`src/rtl/i2s_pkg.sv`:
```
// Shared constants and helpers for the I2S receive/transmit blocks.
package i2s_pkg;

  localparam int unsigned DEF_WIDTH    = 16;
  localparam int unsigned DEF_SLOT     = 32;
  localparam int unsigned DEF_CHANNELS = 2;
  localparam int unsigned DEF_DIV      = 2;

  // Ceiling log2, usable in parameter expressions; returns 0 for n <= 1.
  function automatic int unsigned clog2(input int unsigned n);
    int unsigned r;
    r = 0;
    for (int unsigned i = 0; i < 32; i++) begin
      if ((64'd1 << i) < 64'(n)) r = i + 1;
    end
    return r;
  endfunction

endpackage

```
`src/rtl/i2s_clock_gen.sv`:
```
// I2S bit/frame clock generator: divider, sck, ws, frame position and slot
// counters. Shared by the receive and transmit paths.
module i2s_clock_gen
  import i2s_pkg::*;
#(
  parameter int unsigned SLOT     = DEF_SLOT,
  parameter int unsigned CHANNELS = DEF_CHANNELS,
  parameter int unsigned DIV      = DEF_DIV,
  localparam int unsigned TOTAL   = SLOT * CHANNELS,
  localparam int unsigned PW      = clog2(TOTAL),
  localparam int unsigned BW      = clog2(SLOT),
  localparam int unsigned CW      = clog2(CHANNELS)
) (
  input  logic          ck,
  input  logic          rst_n,
  input  logic          en,
  output logic          sck,
  output logic          ws,
  output logic [PW-1:0] frame_posn,
  output logic [BW-1:0] slot_bit,
  output logic [CW-1:0] slot_idx,
  output logic          rise_c
);

  localparam int unsigned DW = (DIV > 1) ? clog2(DIV) : 1;

  logic [DW-1:0] div_q;
  logic          wrap_c;
  logic          fall_c;
  logic [PW-1:0] posn_nxt_c;

  // Divider wrap marks the sck edges; the next frame position is precomputed
  // so ws can be updated from it on the same falling edge.
  always_comb begin
    wrap_c     = en && (div_q == DW'(DIV - 1));
    rise_c     = wrap_c && !sck;
    fall_c     = wrap_c && sck;
    posn_nxt_c = (frame_posn == PW'(TOTAL - 1)) ? '0 : frame_posn + PW'(1);
  end

  // Clock/frame state; disabling clears everything so restart begins at bit 0.
  always_ff @(posedge ck) begin
    if (!rst_n || !en) begin
      div_q      <= '0;
      sck        <= 1'b0;
      ws         <= 1'b0;
      frame_posn <= '0;
      slot_bit   <= '0;
      slot_idx   <= '0;
    end else begin
      div_q <= wrap_c ? '0 : div_q + DW'(1);
      if (wrap_c) sck <= ~sck;
      if (fall_c) begin
        frame_posn <= posn_nxt_c;
        ws         <= (posn_nxt_c >= PW'(TOTAL / 2));
        if (slot_bit == BW'(SLOT - 1)) begin
          slot_bit <= '0;
          slot_idx <= (slot_idx == CW'(CHANNELS - 1)) ? '0 : slot_idx + CW'(1);
        end else begin
          slot_bit <= slot_bit + BW'(1);
        end
      end
    end
  end

endmodule

```
`src/rtl/i2s_multi_rx.sv`:
```
// Multi-channel I2S/TDM receiver (clock master) with valid/ready output.
// Optional feature: define I2S_RX_OVF_COUNT_EN to add the saturating
// ovf_count[7:0] dropped-sample counter.
module i2s_multi_rx
  import i2s_pkg::*;
#(
  parameter int unsigned WIDTH    = DEF_WIDTH,
  parameter int unsigned SLOT     = DEF_SLOT,
  parameter int unsigned CHANNELS = DEF_CHANNELS,
  parameter int unsigned DIV      = DEF_DIV,
  localparam int unsigned PW      = clog2(SLOT * CHANNELS),
  localparam int unsigned CW      = clog2(CHANNELS)
) (
  input  logic             ck,
  input  logic             rst_n,
  input  logic             en,
  input  logic             sd,
  output logic             sck,
  output logic             ws,
  output logic [PW-1:0]    frame_posn,
  output logic [WIDTH-1:0] data,
  output logic [CW-1:0]    chan,
  output logic             valid,
  input  logic             ready,
  output logic             overrun
`ifdef I2S_RX_OVF_COUNT_EN
  ,
  output logic [7:0]       ovf_count
`endif
);

  localparam int unsigned BW = clog2(SLOT);

  logic [BW-1:0]    slot_bit;
  logic [CW-1:0]    slot_idx;
  logic             rise_c;
  logic [WIDTH-2:0] shift_q;
  logic             take_c;
  logic             done_c;
  logic [WIDTH-1:0] sample_c;

  i2s_clock_gen #(
    .SLOT     (SLOT),
    .CHANNELS (CHANNELS),
    .DIV      (DIV)
  ) u_clock_gen (
    .ck         (ck),
    .rst_n      (rst_n),
    .en         (en),
    .sck        (sck),
    .ws         (ws),
    .frame_posn (frame_posn),
    .slot_bit   (slot_bit),
    .slot_idx   (slot_idx),
    .rise_c     (rise_c)
  );

  // Bits 0..WIDTH-1 of each slot are captured; the last one completes a sample.
  always_comb begin
    take_c   = rise_c && (32'(slot_bit) < WIDTH);
    done_c   = rise_c && (32'(slot_bit) == WIDTH - 1);
    sample_c = {shift_q, sd};
  end

  // Shift register plus output holding register with drop-on-backpressure.
  always_ff @(posedge ck) begin
    if (!rst_n) begin
      shift_q <= '0;
      data    <= '0;
      chan    <= '0;
      valid   <= 1'b0;
      overrun <= 1'b0;
    end else begin
      if (!en) begin
        shift_q <= '0;
      end else if (take_c) begin
        shift_q <= sample_c[WIDTH-2:0];
      end
      if (done_c && (!valid || ready)) begin
        data  <= sample_c;
        chan  <= slot_idx;
        valid <= 1'b1;
      end else if (done_c) begin
        overrun <= 1'b1;
      end else if (valid && ready) begin
        valid <= 1'b0;
      end
    end
  end

`ifdef I2S_RX_OVF_COUNT_EN
  // Saturating count of samples dropped while the consumer stalled.
  always_ff @(posedge ck) begin
    if (!rst_n) begin
      ovf_count <= 8'd0;
    end else if (done_c && valid && !ready && (ovf_count != 8'hFF)) begin
      ovf_count <= ovf_count + 8'd1;
    end
  end
`endif

endmodule

```
`config.mk`:
```
export PLATFORM = sky130hd
export DESIGN_NAME = i2s_multi_rx
export DESIGN_NICKNAME = d
export VERILOG_FILES = /design/src/rtl/i2s_pkg.sv /design/src/rtl/i2s_clock_gen.sv /design/src/rtl/i2s_multi_rx.sv
export SDC_FILE = /design/constraint.sdc
export NUM_CORES = 1
export LEC_CHECK = 0
export ABC_CLOCK_PERIOD_IN_PS = 4900
export CAP_MARGIN = 10
export CORE_ASPECT_RATIO = 1.2
export CORE_MARGIN = 1
export CORE_UTILIZATION = 40
export CTS_CLUSTER_DIAMETER = 200
export DETAILED_ROUTE_END_ITERATION = 16
export PLACE_DENSITY = 0.72
export SLEW_MARGIN = 5
export SYNTH_ARGS = -nofsm -noshare
export SYNTH_HDL_FRONTEND = slang
export SYNTH_SLANG_ARGS = --single-unit
```
`constraint.sdc`:
```
create_clock -name ck -period 4.9 [get_ports ck]
set_clock_uncertainty 0.1 [all_clocks]
set_input_delay 0.735 -clock ck [delete_from_list [all_inputs] [get_ports ck]]
set_output_delay 0.735 -clock ck [all_outputs]
set_load 0.01 [all_outputs]
```
# After elaboration in Yosys (flattened, before gate mapping)
# Index checks and enable logic that the tools add are counted.
[classes]
add_sub_neg = 4
n_lt_le_gt_ge = 2
n_eq_ne = 4
mux = 6
bitwise_logic = 2
n_reduce_logical = 19
[ops]
columns = ["cell", "n"]
rows = [
  ["$reduce_and A2 Y1", 4],
  ["$logic_and A1 B1 Y1", 7],
  ["$add A6 B1 Y6 const B", 1],
  ["$eq A6 B6 Y1 const B", 1],
  ["$ge A6 B6 Y1 const B", 1],
  ["$mux W6", 1],
  ["$add A5 B1 Y5 const B", 1],
  ["$eq A5 B4 Y1 const B", 1],
  ["$eq A5 B5 Y1 const B", 1],
  ["$lt A5 B5 Y1 const B", 1],
  ["$mux W5", 1],
  ["$logic_not A1 Y1", 4],
  ["$mux W1", 4],
  ["$add A1 B1 Y1 const B", 2],
  ["$logic_or A1 B1 Y1", 2],
  ["$ne A2 B1 Y1 const B", 1],
  ["$not A1 Y1", 2],
  ["$reduce_bool A2 Y1", 1],
  ["$reduce_or A2 Y1", 1],
]
[word_totals]
register_bits = 49
in_bits = 5
output_inout_bits = 27
wordCells = 48

# Longest topological paths before layout
[depth]
ltp_word = 6
mapped_depth = 8
depth_no_buf = 6

# Cells and area by module
# A second synthesis with hierarchy kept.
[unflattened]
hier_cells = 230
area_unflattened_um2 = 1961.9
[modules_own_cells]
columns = ["mod", "instances", "cells_per_inst", "area_each_um2"]
rows = [
  ["i2s_multi_rx", 1, 151, 1316.3],
  ["i2s_clock_gen", 1, 79, 645.6],
]

# Worst setup path before layout
# No wires, ideal clock.
[synth_path]
path_type = "register to register"
from = "register u_clock_gen.slot_bit[0]"
to = "register chan"
setup_ps = 124
t_arrival_ps = 1522
required_time_ps = 4676
setup_slack_ps = 3154
stages_incl_launch_ff = 9
n_path_buf = 2
synth_period_minus_slack_ps = 1746
path_cell_list = "dfxtp_1 > ha_1 > and3_1 > ha_1 > and4b_1 > buf_4 > buf_4 > nand3_1 > a21boi_0"
[synth_between]
elab_chain_len = 3
[synth_lines]
columns = ["element", "line", "rtl"]
rows = [
  ["start: declaration", "i2s_clock_gen.sv:20", "output logic [BW-1:0] slot_bit,"],
  ["start signal: assignment", "i2s_clock_gen.sv:60", "slot_bit <= slot_bit + BW'(1);"],
  ["$eq A5 B4 Y1", "i2s_multi_rx.sv:61", "done_c = rise_c && (32'(slot_bit) == WIDTH - 1);"],
  ["$logic_and A1 B1 Y1", "i2s_multi_rx.sv:61", ""],
  ["$logic_and A1 B1 Y1", "i2s_multi_rx.sv:79", "if (done_c && (!valid || ready)) begin"],
  ["end signal: assignment", "i2s_multi_rx.sv:81", "chan <= slot_idx;"],
  ["end: declaration", "i2s_multi_rx.sv:22", "output logic [CW-1:0] chan,"],
]
# Every way passes these cells.
# A chain may end at the register's enable or synchronous reset.

# Worst setup path in the final report
[layout_path]
from = "input port en"
to = "register data[12]"
[layout_between]
elab_chain_len = 4
[layout_lines]
columns = ["element", "line", "rtl"]
rows = [
  ["start: declaration", "i2s_multi_rx.sv:16", "input logic en,"],
  ["$logic_and A1 B1 Y1", "i2s_clock_gen.sv:35", "wrap_c = en && (div_q == DW'(DIV - 1));"],
  ["$logic_and A1 B1 Y1", "i2s_clock_gen.sv:36", "rise_c = wrap_c && !sck;"],
  ["$logic_and A1 B1 Y1", "i2s_multi_rx.sv:61", ""],
  ["$logic_and A1 B1 Y1", "i2s_multi_rx.sv:79", ""],
  ["end signal: assignment", "i2s_multi_rx.sv:80", "data <= sample_c;"],
  ["end: declaration", "i2s_multi_rx.sv:21", "output logic [WIDTH-1:0] data,"],
]
# Every way passes these cells.

==> results_dict.tcl <==
set metrics [dict create \
    post-route-period-util_pct 53.6 \
    r2r_cells 6 \
    holdPathStages 2 \
    synth.area.top_cells "dfxtp_1 48%, nand2_1 7.1%, a21oi_1 6.0%" \
    grt_pass1_wl_um 6830 \
    holdCritStartpoint "shift_q[14]" \
    grt_overflow 0 \
    crit_type "in -> reg" \
    area_growth_syn_to_layout_pct 19.0 \
    synth-compound-area-share_pct 19.8 \
    htree_levels 2 \
    nets 258 \
    synth.avg_cell_area_um2 8.74 \
    rr_endpoint "data[12]" \
    cp-start-kind "input pin" \
    antenna_found_initial 0 \
    drt_iter0_drc 72 \
    antennaDiodeCount 0 \
    drcViolationCount 0 \
    crit_path_end_kind "flip-flop" \
    yosys.area_share.simple_pct 22.8 \
    holdPathEnd "shift_q[14]" \
    cap_viol_max_count 0 \
    finalSetupViolations 0 \
    fmax_ghz 0.380 \
    seq_area_frac_synth_pct 48.0 \
    cts_resized 0 \
    dpl.cell_count 300 \
    hold_class "reg -> reg" \
    syn-instance-count 229 \
    total_power_uw 660 \
    relSlewSlack_pct 28.0 \
    setup_tns_ns 0 \
    syn-num-nets 238 \
    ios 32 \
    synth_most_common_cell "dfxtp_1" \
    ant_nets 0 \
    dp_hpwl_um 2500 \
    layout.cells.non_filler 308 \
    worstPathArrival_ns 2.72 \
    synth_top_flop_cell "dfxtp_1" \
    outcome "finished, final reports clean" \
    synth_fa_ha_area_share_pct 2.50 \
    synth_common_cells "48 x dfxtp_1, 38 x nand2_1, 24 x a21oi_1, 22 x o21ai_0, 20 x nand3_1" \
    clk-insertion-delay-late_ns 0.30 \
    hold_viol_final 0 \
    root_buffer "clkbuf_8" \
    place_congestion 0.701 \
    cts_setup_buffers 0 \
    yosysTopAreaCellShare_pct 48.0 \
    muxShareOfSynthArea_pct 0 \
    viasPerCell 5.38 \
    synth_top_family_by_area "simple AND/OR/NAND/NOR gates" \
    die_area_um2 5290 \
    rsz0062_at_grt "false" \
    worst_slew_pin_slew_ns 1.08 \
    synth.ff_latch_count 48 \
    initial_core_util_pct 42.6 \
    slew_violations 0 \
    leakage_nw 0.727 \
    cts_sinks 48 \
    die_w_um 66.6 \
    cts_buffers 5 \
    async_flop_share_pct 0 \
    cts_tree "done" \
    r2r_start "u_clock_gen.slot_bit[0]" \
    grt_pass1_vias 1501 \
    synth_edf_count 0 \
    grtUsageTotal_pct 16.6 \
    postCtsHoldBufs 0 \
    crit_path_max_fanout 18 \
    vias 1658 \
    required_ns 4.99 \
    synthXorXnorAreaFrac_pct 1.75 \
    min_period_ns 2.63 \
    grt_max_degree 27 \
    clkTransAtPathRegs_ns 0.09 \
    drive_gt1_share_pct 4.40 \
    netlist_area_um2 2000 \
    cts_buffer_depth 2 \
    p_per_area_nw_per_um2 277 \
    fill_cells 452 \
    vdd_drop_max_mv 0.156 \
    num_rows 27 \
    die_h_um 79.5 \
    first_pass_iters 4 \
    wl_per_cell_um 12.5 \
    coreArea_um2 4700 \
    wl_um 3850 \
    ff2ff_setup_slack_ns 2.70 \
    ys_warn_count 0 \
    synthDistinctLibCells 35 \
    synth_top_area_cell "dfxtp_1" \
    place.port_buffers 31 \
]
-- per-layer routing --
metal,GRT usage [%],routed length [µm],vias up
met2,27.9,1840,35
met4,7.23,76,0
li1,-,-,844
met3,3.86,181,7
met5,0,0,-
met1,19.9,1740,772
-- stage by stage --
step	setup WS (ns)	hold WS (ns)	util (%)	cell area (µm²)
2_1_floorplan	3.15	0.337	-	2000
3_3_place_gp	1.94	0.352	48.7	2280
3_5_place_dp	1.93	0.356	48.7	2280
4_1_cts	2.25	0.369	50.7	2380
5_1_grt	2.05	0.394	50.7	2380
6_report	2.27	0.369	50.7	2380
-- worst max-delay path, cell delays in order --
cell and delay (ns):
clkdlybuf4s50_1 0.83, nand4b_1 0.68, o21ai_0 0.36, a21boi_1 0.11
-- cell usage in the layout, fill, tap and decap left out, types with 2 or more instances in the layout --
| cell type | Yosys | routed |
|---|---|---|
| nor2_1 | 7 | 7 |
| ha_1 | 4 | 4 |
| nor2b_1 | 2 | 2 |
| xnor2_1 | 2 | 2 |
| a21boi_0 | 16 | 16 |
| o21ai_0 | 22 | 22 |
| clkbuf_8 | 0 | 6 |
| or3_1 | 3 | 3 |
| a21boi_1 | 2 | 2 |
| and3_1 | 2 | 2 |
| clkdlybuf4s50_1 | 0 | 31 |
| clkinvlp_4 | 0 | 2 |
| nand4_1 | 2 | 2 |
| a21oi_1 | 24 | 24 |
| xor2_1 | 2 | 2 |
| nand3_1 | 20 | 20 |
| nand2_1 | 38 | 38 |
| dfxtp_1 | 48 | 48 |
| nand4b_1 | 3 | 3 |
-- state kept, by name (all words and copies together) (netlist names), 5 cells and up --
register	flops
u_clock_gen.slot_bit	5
data	16
u_clock_gen.frame_posn	6
shift_q	15
-- power breakdown --
part | total, mW | switching, mW | internal (mW) | leakage [nW]
logic | 0.0189 | 0.0116 | 0.00732 | 0.297
clock network | 0.247 | 0.133 | 0.114 | 0.0434
registers | 0.394 | 0.00305 | 0.391 | 0.387
-- how the worst max path moves through the flow --
| stage | startpoint | endpoint | slack (ns) |
|---|---|---|---|
| 2_1_floorplan | u_clock_gen.slot_bit[0] | chan | 3.15 |
| 3_3_place_gp | en | data[9] | 1.94 |
| 3_5_place_dp | en | data[2] | 1.93 |
| 4_1_cts | rst_n | u_clock_gen.slot_bit[4] | 2.25 |
| 5_1_grt | rst_n | u_clock_gen.slot_bit[4] | 2.05 |
| 6_report | en | data[12] | 2.27 |
-- area by class of cell --
cell class | count | area [µm²] | share of cell area (%)
clock buffer | 6 | 82.6 | 3.47
inverter | 1 | 3.75 | 0.158
tap | 58 | 72.6 | 3.05
timing repair buffer | 31 | 310 | 13.0
multi-input combinational | 162 | 937 | 39.3
clock inverter | 2 | 15.0 | 0.630
sequential | 48 | 961 | 40.3
-- cells by family after synthesis --
family,after synthesis
xor gates and xnor gates,4
DFF,48
adders and majority gates,4
and+or+nand+nor,86
buffers and inverters,19
AOI/OAI and AO/OA,68
Note: power is estimated with default switching activity, not from simulation.
